`config.mk`:
```
export PLATFORM = sky130hd
export DESIGN_NAME = if_fetch_stage_flat
export DESIGN_NICKNAME = d
export VERILOG_FILES = /design/src/rtl/if_fetch_stage_if.sv /design/src/rtl/if_fetch_stage.sv /design/src/flat_wrapper.sv
export SDC_FILE = /design/constraint.sdc
export NUM_CORES = 1
export LEC_CHECK = 0
export ABC_CLOCK_PERIOD_IN_PS = 3000
export CORE_MARGIN = 8
export CORE_UTILIZATION = 40
export CTS_CLUSTER_DIAMETER = 200
export DETAILED_ROUTE_END_ITERATION = 7
export GPL_TIMING_DRIVEN = 0
export HOLD_SLACK_MARGIN = 0.1
export SLEW_MARGIN = 10
export SYNTH_ARGS = -nofsm -noshare
export SYNTH_HDL_FRONTEND = slang
export SYNTH_SLANG_ARGS = --single-unit
```
`constraint.sdc`:
```
create_clock -name clk -period 3 [get_ports clk]
set_input_delay 0.6 -clock clk [delete_from_list [all_inputs] [get_ports clk]]
set_output_delay 0.6 -clock clk [all_outputs]
set_load 0.03 [all_outputs]
```
`src/rtl/if_fetch_stage_if.sv`:
```
// Instruction-memory fetch bus: a req/ack handshake with a word address and returned data.
// The fetch stage is the master and the memory is the slave.
interface if_fetch_stage_if;
  logic        req;
  logic [31:0] addr;
  logic        ack;
  logic [31:0] rdata;

  modport master (output req, addr, input  ack, rdata);
  modport slave  (input  req, addr, output ack, rdata);
endinterface

```
`src/rtl/if_fetch_stage.sv`:
```
// Fetch stage: owns the PC, runs the imem handshake and fills the IF/ID register.
// A one-entry skid buffer absorbs a decode stall, and DRAIN discards the response that is
// still in flight when EX redirects.
module if_fetch_stage #(
  parameter logic [31:0] RESET_PC  = 32'h0000_0000,
  parameter logic [31:0] NOP_INSTR = 32'h0000_0000
) (
  input  logic                     clk,
  input  logic                     rst,
  if_fetch_stage_if.master         imem,
  input  logic                     redirect_valid,
  input  logic [31:0]              redirect_pc,
  input  logic                     id_stall,
  output logic                     if_id_valid,
  output logic [31:0]              if_id_instr,
  output logic [31:0]              if_id_pc,
  output logic [31:0]              if_id_pc4
);

  typedef enum logic [1:0] {IDLE, FETCH, HOLD, DRAIN} state_t;

  typedef struct packed {
    logic [31:0] instr;
    logic [31:0] pc;
  } fetch_word_t;

  state_t      state, state_nx;
  logic [31:0] pc, target;
  fetch_word_t skid;
  logic [31:0] redir_pc;

  assign redir_pc = {redirect_pc[31:2], 2'b00};

  always_ff @(posedge clk or negedge rst) begin
    if (!rst) state <= IDLE;
    else      state <= state_nx;
  end

  always_comb begin
    state_nx = state;
    case (state)
      IDLE:  state_nx = FETCH;
      FETCH: begin
        if (redirect_valid)                          state_nx = imem.ack ? FETCH : DRAIN;
        else if (imem.ack && id_stall && if_id_valid) state_nx = HOLD;
      end
      HOLD:  if (redirect_valid || !id_stall) state_nx = FETCH;
      // A redirect that lands together with the ack goes straight to its own target.
      DRAIN: if (imem.ack) state_nx = FETCH;
      default: state_nx = IDLE;
    endcase
  end

  always_comb begin
    imem.req  = (state == FETCH) || (state == DRAIN);
    imem.addr = pc;
  end

  always_ff @(posedge clk or negedge rst) begin
    if (!rst) begin
      pc          <= RESET_PC;
      target      <= RESET_PC;
      skid        <= '0;
      if_id_valid <= 1'b0;
      if_id_instr <= NOP_INSTR;
      if_id_pc    <= 32'h0;
      if_id_pc4   <= 32'h0;
    end else begin
      case (state)
        FETCH: begin
          if (redirect_valid) begin
            if_id_valid <= 1'b0;
            if_id_instr <= NOP_INSTR;
            if (imem.ack) pc     <= redir_pc;
            else          target <= redir_pc;
          end else if (imem.ack) begin
            pc <= pc + 32'd4;
            if (!id_stall || !if_id_valid) begin
              if_id_valid <= 1'b1;
              if_id_instr <= imem.rdata;
              if_id_pc    <= pc;
              if_id_pc4   <= pc + 32'd4;
            end else begin
              skid <= '{instr: imem.rdata, pc: pc};
            end
          end else if (!id_stall) begin
            if_id_valid <= 1'b0;
            if_id_instr <= NOP_INSTR;
          end
        end
        HOLD: begin
          if (redirect_valid) begin
            if_id_valid <= 1'b0;
            if_id_instr <= NOP_INSTR;
            pc          <= redir_pc;
          end else if (!id_stall) begin
            if_id_valid <= 1'b1;
            if_id_instr <= skid.instr;
            if_id_pc    <= skid.pc;
            if_id_pc4   <= skid.pc + 32'd4;
          end
        end
        DRAIN: begin
          if (imem.ack)           pc     <= redirect_valid ? redir_pc : target;
          else if (redirect_valid) target <= redir_pc;
        end
        default: ;
      endcase
    end
  end

endmodule

```
`src/flat_wrapper.sv`:
```
// flat-port wrapper written by rule: the top's interface ports become plain ports
module if_fetch_stage_flat 
#(
  parameter logic [31:0] RESET_PC  = 32'h0000_0000,
  parameter logic [31:0] NOP_INSTR = 32'h0000_0000
)
  (clk, rst, redirect_valid, redirect_pc, id_stall, if_id_valid, if_id_instr, if_id_pc, if_id_pc4, imem_req, imem_addr, imem_ack, imem_rdata);
  if_fetch_stage_if imem_i ();
  input  logic clk;
  input  logic rst;
  input  logic redirect_valid;
  input  logic [31:0] redirect_pc;
  input  logic id_stall;
  output logic if_id_valid;
  output logic [31:0] if_id_instr;
  output logic [31:0] if_id_pc;
  output logic [31:0] if_id_pc4;
  output wire logic [$bits(imem_i.req)-1:0] imem_req;
  output wire logic [$bits(imem_i.addr)-1:0] imem_addr;
  input wire logic [$bits(imem_i.ack)-1:0] imem_ack;
  input wire logic [$bits(imem_i.rdata)-1:0] imem_rdata;
  assign imem_req = imem_i.req;
  assign imem_addr = imem_i.addr;
  assign imem_i.ack = imem_ack;
  assign imem_i.rdata = imem_rdata;
  if_fetch_stage #(.RESET_PC(RESET_PC), .NOP_INSTR(NOP_INSTR)) u_core (.clk(clk), .rst(rst), .imem(imem_i), .redirect_valid(redirect_valid), .redirect_pc(redirect_pc), .id_stall(id_stall), .if_id_valid(if_id_valid), .if_id_instr(if_id_instr), .if_id_pc(if_id_pc), .if_id_pc4(if_id_pc4));
endmodule
```
# ---- After elaboration in Yosys (flattened, before gate mapping)
# Cells that the tools add are included.
dict set report totals {
  register_bits 227
  out_inout_bits 130
  inputBits 69
  elab_cells 91
}
dict set report classes {
  add_sub_neg 2
  mux 43
  eq_ne 18
  reduce_logical 17
  bitwise_logic 2
}
# op n
set ops {}
lappend ops {{$mux W32} 25}
lappend ops {{$pmux W32 S2} 4}
lappend ops {{$pmux W32 S3} 1}
lappend ops {{$add A32 B3 Y32 const B} 2}
lappend ops {{$ne A2 B2 Y1 const B} 10}
lappend ops {{$reduce_and A4 Y1} 4}
lappend ops {{$mux W2} 5}
lappend ops {{$ne A4 B4 Y1 const B} 2}
lappend ops {{$pmux W2 S4} 1}
lappend ops {{$mux W1} 6}
lappend ops {{$reduce_and A6 Y1} 1}
lappend ops {{$eq A2 B2 Y1 const B} 2}
lappend ops {{$reduce_bool A2 Y1} 2}
lappend ops {{$logic_or A1 B1 Y1} 3}
lappend ops {{$ne A3 B2 Y1 const B} 1}
lappend ops {{$ne A3 B3 Y1 const B} 1}
lappend ops {{$reduce_and A3 Y1} 1}
lappend ops {{$reduce_bool A3 Y1} 1}
lappend ops {{$eq A2 B1 Y1 const B} 1}
lappend ops {{$logic_and A1 B1 Y1} 2}
lappend ops {{$logic_not A1 Y1} 2}
lappend ops {{$logic_not A2 Y1} 1}
lappend ops {{$ne A2 B1 Y1 const B} 1}
lappend ops {{$not A1 Y1} 2}
lappend ops {{$pmux W1 S2} 1}

# ---- Logic depth before layout (Yosys ltp)
dict set report logic_depth {
  word_depth 6
  depth_mapped 9
  ltp_nobuf 6
}

# ---- Least setup slack after synthesis
# OpenSTA, ideal clock, no wires.
dict set report synth_timing {
  path_kind {input to register}
  start {input imem_ack}
  end {register u_core.skid[0] in the netlist's numbering}
  n_path_buf 3
  setup_time_ns 0.125
  setup_slack_ns 0.771
  t_required_ns 2.875
  arrival_time_ns 2.104
  path_stages 6
  path_cell_list {buf_2 nand2_1 nor4_1 buf_2 buf_2 mux2_2}
}
dict set report synth_between {
  elab_chain_cells 1
}
# item line_no
set synth_rtl {}
lappend synth_rtl {{start, declared} flat_wrapper.sv:20} ;# input wire logic [$bits(imem_i.ack)-1:0] imem_ack;
lappend synth_rtl {{$reduce_and A4 Y1 (no source line)} -}
lappend synth_rtl {{end signal, assigned} if_fetch_stage.sv:84} ;# skid <= '{instr: imem.rdata, pc: pc};
lappend synth_rtl {{end, declared} if_fetch_stage.sv:29} ;# fetch_word_t skid;
# No other way between the ends.
# A chain may end at the register's enable or synchronous reset.

# ---- Final worst setup path
dict set report layout_timing {
  start {input id_stall}
  end {register u_core.skid[28] in the netlist's numbering}
}
dict set report layout_between {
  elab_chain_cells 4
}
# item line_no
set layout_rtl {}
lappend layout_rtl {{start, declared} flat_wrapper.sv:13} ;# input logic id_stall;
lappend layout_rtl {{$logic_not A1 Y1} if_fetch_stage.sv:78} ;# if (!id_stall || !if_id_valid) begin
lappend layout_rtl {{$logic_or A1 B1 Y1} if_fetch_stage.sv:78}
lappend layout_rtl {{$not A1 Y1 (no source line)} -}
lappend layout_rtl {{$reduce_and A4 Y1 (no source line)} -}
# No other way between the ends.

==> results by group <==
Yosys
  • Post-synthesis area per instance: 9.61 µm²
  • Post-synth EDFFs: 0
  • Dominant synthesized flop cell: dfrtp_1
  • Seq/Total Area, Yosys: around 50%
  • FFs w/ async S/R, synth: 100%
  • Post-Syn Area: approximately 11000 µm²
  • Cells after Synth: 1177
  • Yosys warnings: 0
  • #FFs+latches synth: 225
  • Net Count, Synth: roughly 1200
  • Synth cell types: 62

STA
  • Setup ws final: roughly 0.11 ns
  • Actual slew at the worst max-slew pin: approximately 1.0 ns
  • Clock Skew: 0.00970 ns
  • RSZ-0062 raised after global routing: false
  • Tcrit/Tclk final: 96.4%
  • Rel. slew slack: 29.4%
  • Fmax: ~350 MHz
  • Final setup vio count: 0
  • Hold Fails Final Rpt: 0
  • Final Critical Period: 2.89 ns
  • Max-slew violations: 0

Layout
  • Finished Layout Cells: 1798
  • Area Overhead vs Synth: 29.5%
  • Fin nets: 1473
  • Design area: between 10000 and 15000 µm²
  • Share of layout cells above drive strength 1: 11.4%
  • Finished Core Util: 52.7%

Floorplan
  • Die Area: about 34000 µm²
  • Row count: 61
  • Starting Density: 40.7%
  • Die H: 184 µm
  • Core area: 27800 µm²
  • Die Wd: 184 µm
  • Top-Level Pins: 199

Worst setup path
  • Crit path DAT: 3.29 ns
  • Worst R2R End: u_core.skid[28]
  • Reg2reg path depth: 5
  • Origin of the worst setup path: id_stall
  • CP Max Fanout: 10
  • Worst path required time: 3.40 ns
  • Setup crit start kind: input port
  • Capture point of the critical path: u_core.skid[28]
  • Endpoint type of the worst setup path: register
  • Worst setup path class: in2reg
  • R2r startpoint: u_core.state[1]
  • Setup slack, reg-to-reg: 0.23 ns

Place
  • DP Wirelength: 27900 µm
  • Placed cells: 1751
  • Buffers on Ports: a little under 200
  • Placed Area: about 14000 µm²
  • GPL Wtd Cong: 0.906
  • DP Worst Slack: -0.355 ns

Power
  • Total power: 11.5 mW
  • Pwr/cell area: 787 nW/µm²
  • Leakage: between 5 and 6 nW
  • Peak supply drop: roughly 0.44 mV

Route
  • DR iter-0 viols: 720
  • ANT nets after route: 0
  • WL/cell: 20.5 µm
  • Vias per cell: 5.44
  • Detailed-route DRC error count: 0
  • Overall routed net length: approximately 37000 µm
  • Vias: 9783
  • Pre-Repair DR Iteration Count: 5

Global routing
  • Total global routing track utilization: a little over a fifth
  • Gr ovfl total: 0
  • First-pass GRT wire length: 57700 µm
  • Vias in the first global route: 9981
  • Initial antenna violation count: 2
  • Largest net degree at the start of global routing: 97

Clocking
  • CTS root buf: clkbuf_16
  • H-Tree Depth: 1
  • Max Buffers Root-to-Sink: 3
  • Worst-Skew Late Latency: 0.52 ns
  • # clock sinks: 225
  • CTS tree: done
  • Reg clk slew, reported paths: 0.06 ns
  • Num CTS Buffers: 26

Outcome
  • Status: finished clean

Worst hold path
  • Hold Path Class: reg2reg
  • Worst hold start: u_core.if_id_pc4[2]

Run
  • Max Cap Violations: 0
power breakdown:
group          leakage (nW)  switching (mW)  internal (mW)
combinational          2.88            2.17           1.67
clock                 0.410            1.24           1.84
sequential             2.71           0.740           3.86
total                  5.99            4.16           7.38
metrics by stage:
| stage | hold WS, ns | TNS [ns] |
|---|---|---|
| finish | 0.470 | 0 |
| global route | 0.505 | 0 |
| CTS | 0.478 | 0 |
| detailed placement | 0.464 | -13.29 |
| global placement | 0.458 | -1965.31 |
| floorplan | 0.304 | 0 |
how the worst min path moves through the flow:
stage	end	depth (start not counted)	slack, ns
2_1_floorplan	u_core.if_id_instr[0]	0	0.30
3_3_place_gp	u_core.target[7]	2	0.46
3_5_place_dp	u_core.if_id_pc4[2]	2	0.46
4_1_cts	u_core.if_id_pc4[2]	2	0.48
5_1_grt	u_core.target[0]	1	0.50
6_report	u_core.if_id_pc4[2]	2	0.47
placed cells by master (no fill, tap or decap), drive strengths merged, types with 4 or more instances in the layout:
cell type / n
dfrtp: 225
clkdlybuf4s50: 193
nand2: 175
clkbuf: 118
nor2: 97
mux2: 90
o21ai: 74
a21oi: 69
a31oi: 39
nand3: 32
xnor2: 32
a22oi: 32
buf: 24
nand4: 20
inv: 19
xor2: 14
nor3: 13
and3: 12
o21a: 10
nor4: 10
mux2i: 9
and2: 9
or4: 8
o2bb2a: 7
o22a: 7
a41oi: 6
o221ai: 6
o31ai: 5
clkinv: 5
and4: 5
a221o: 5
a2bb2oi: 4
or3: 4
state kept, by name (all words and copies together) (netlist names):
register	flops
u_core.skid	64
u_core.if_id_valid	1
u_core.state	2
u_core.target	32
u_core.if_id_instr	32
u_core.if_id_pc	30
u_core.if_id_pc4	32
u_core.imem.addr	32
synthesized netlist by cell type, drive strengths merged, types with 8 or more instances:
cell type | count | area share [%]
a21oi | 69 | 3.1
nor2 | 97 | 3.2
a22oi | 32 | 2.1
and2 | 9 | 0.50
inv | 19 | 0.63
mux2i | 9 | 0.80
nand2 | 175 | 5.8
mux2 | 90 | 9.0
and3 | 12 | 0.66
o21ai | 74 | 3.3
xnor2 | 32 | 2.5
nand3 | 32 | 1.4
nor4 | 10 | 0.61
buf | 21 | 1.0
xor2 | 14 | 1.1
o21a | 10 | 0.66
nor3 | 13 | 0.58
nand4 | 20 | 1.2
a31oi | 39 | 2.2
or4 | 8 | 0.58
dfrtp | 225 | 50
clkbuf | 80 | 2.8
critical path: stages:
cell	delay (ns)
clkdlybuf4s50_1	0.55
nand2_1	0.12
nor4_1	0.87
buf_2	0.46
buf_2	0.32
mux2_2	0.36
what timing repair did:
item / in CTS / in global routing
setup buffers: 0 / 0
gates resized for setup: 0 / 1
hold buffers: 1 / 0
endpoints found under the hold margin: 36 / 0
endpoints found under the setup margin: 0 / 12
kinds of logic (layout without fill, tap and decap cells):
family                     Yosys count  count (layout)  share of synthesized area [%]
and+or+nand+nor                    395             395                           15.8
muxes                               99              99                           9.75
AOI/OAI and AO/OA                  290             290                           16.4
xor gates and xnor gates            46              46                           3.56
other                                0               1                              0
adders and majority gates            2               2                          0.221
DFF                                225             225                           49.8
buffers and inverters              120             362                           4.47
per-layer routing:
layer / GRT usage [%] / vias up / wire length, µm
met5: 0 / - / 19
met4: 5.97 / 4 / 1050
met3: 5.81 / 65 / 3080
met2: 35.4 / 328 / 16900
met1: 27.6 / 4747 / 15800
li1: - / 4639 / -
area by class of cell:
| cell class | instances | area, µm² |
|---|---|---|
| clock inverter | 7 | 62.6 |
| antenna | 1 | 2.50 |
| buffer | 101 | 434 |
| sequential | 225 | 5630 |
| fill | 2606 | 13100 |
| timing repair buffer | 197 | 2010 |
| multi-input combinational | 832 | 5190 |
| clock buffer | 38 | 767 |
| inverter | 19 | 71.3 |
| tap | 378 | 473 |
Power figures use the tool's default switching activity.
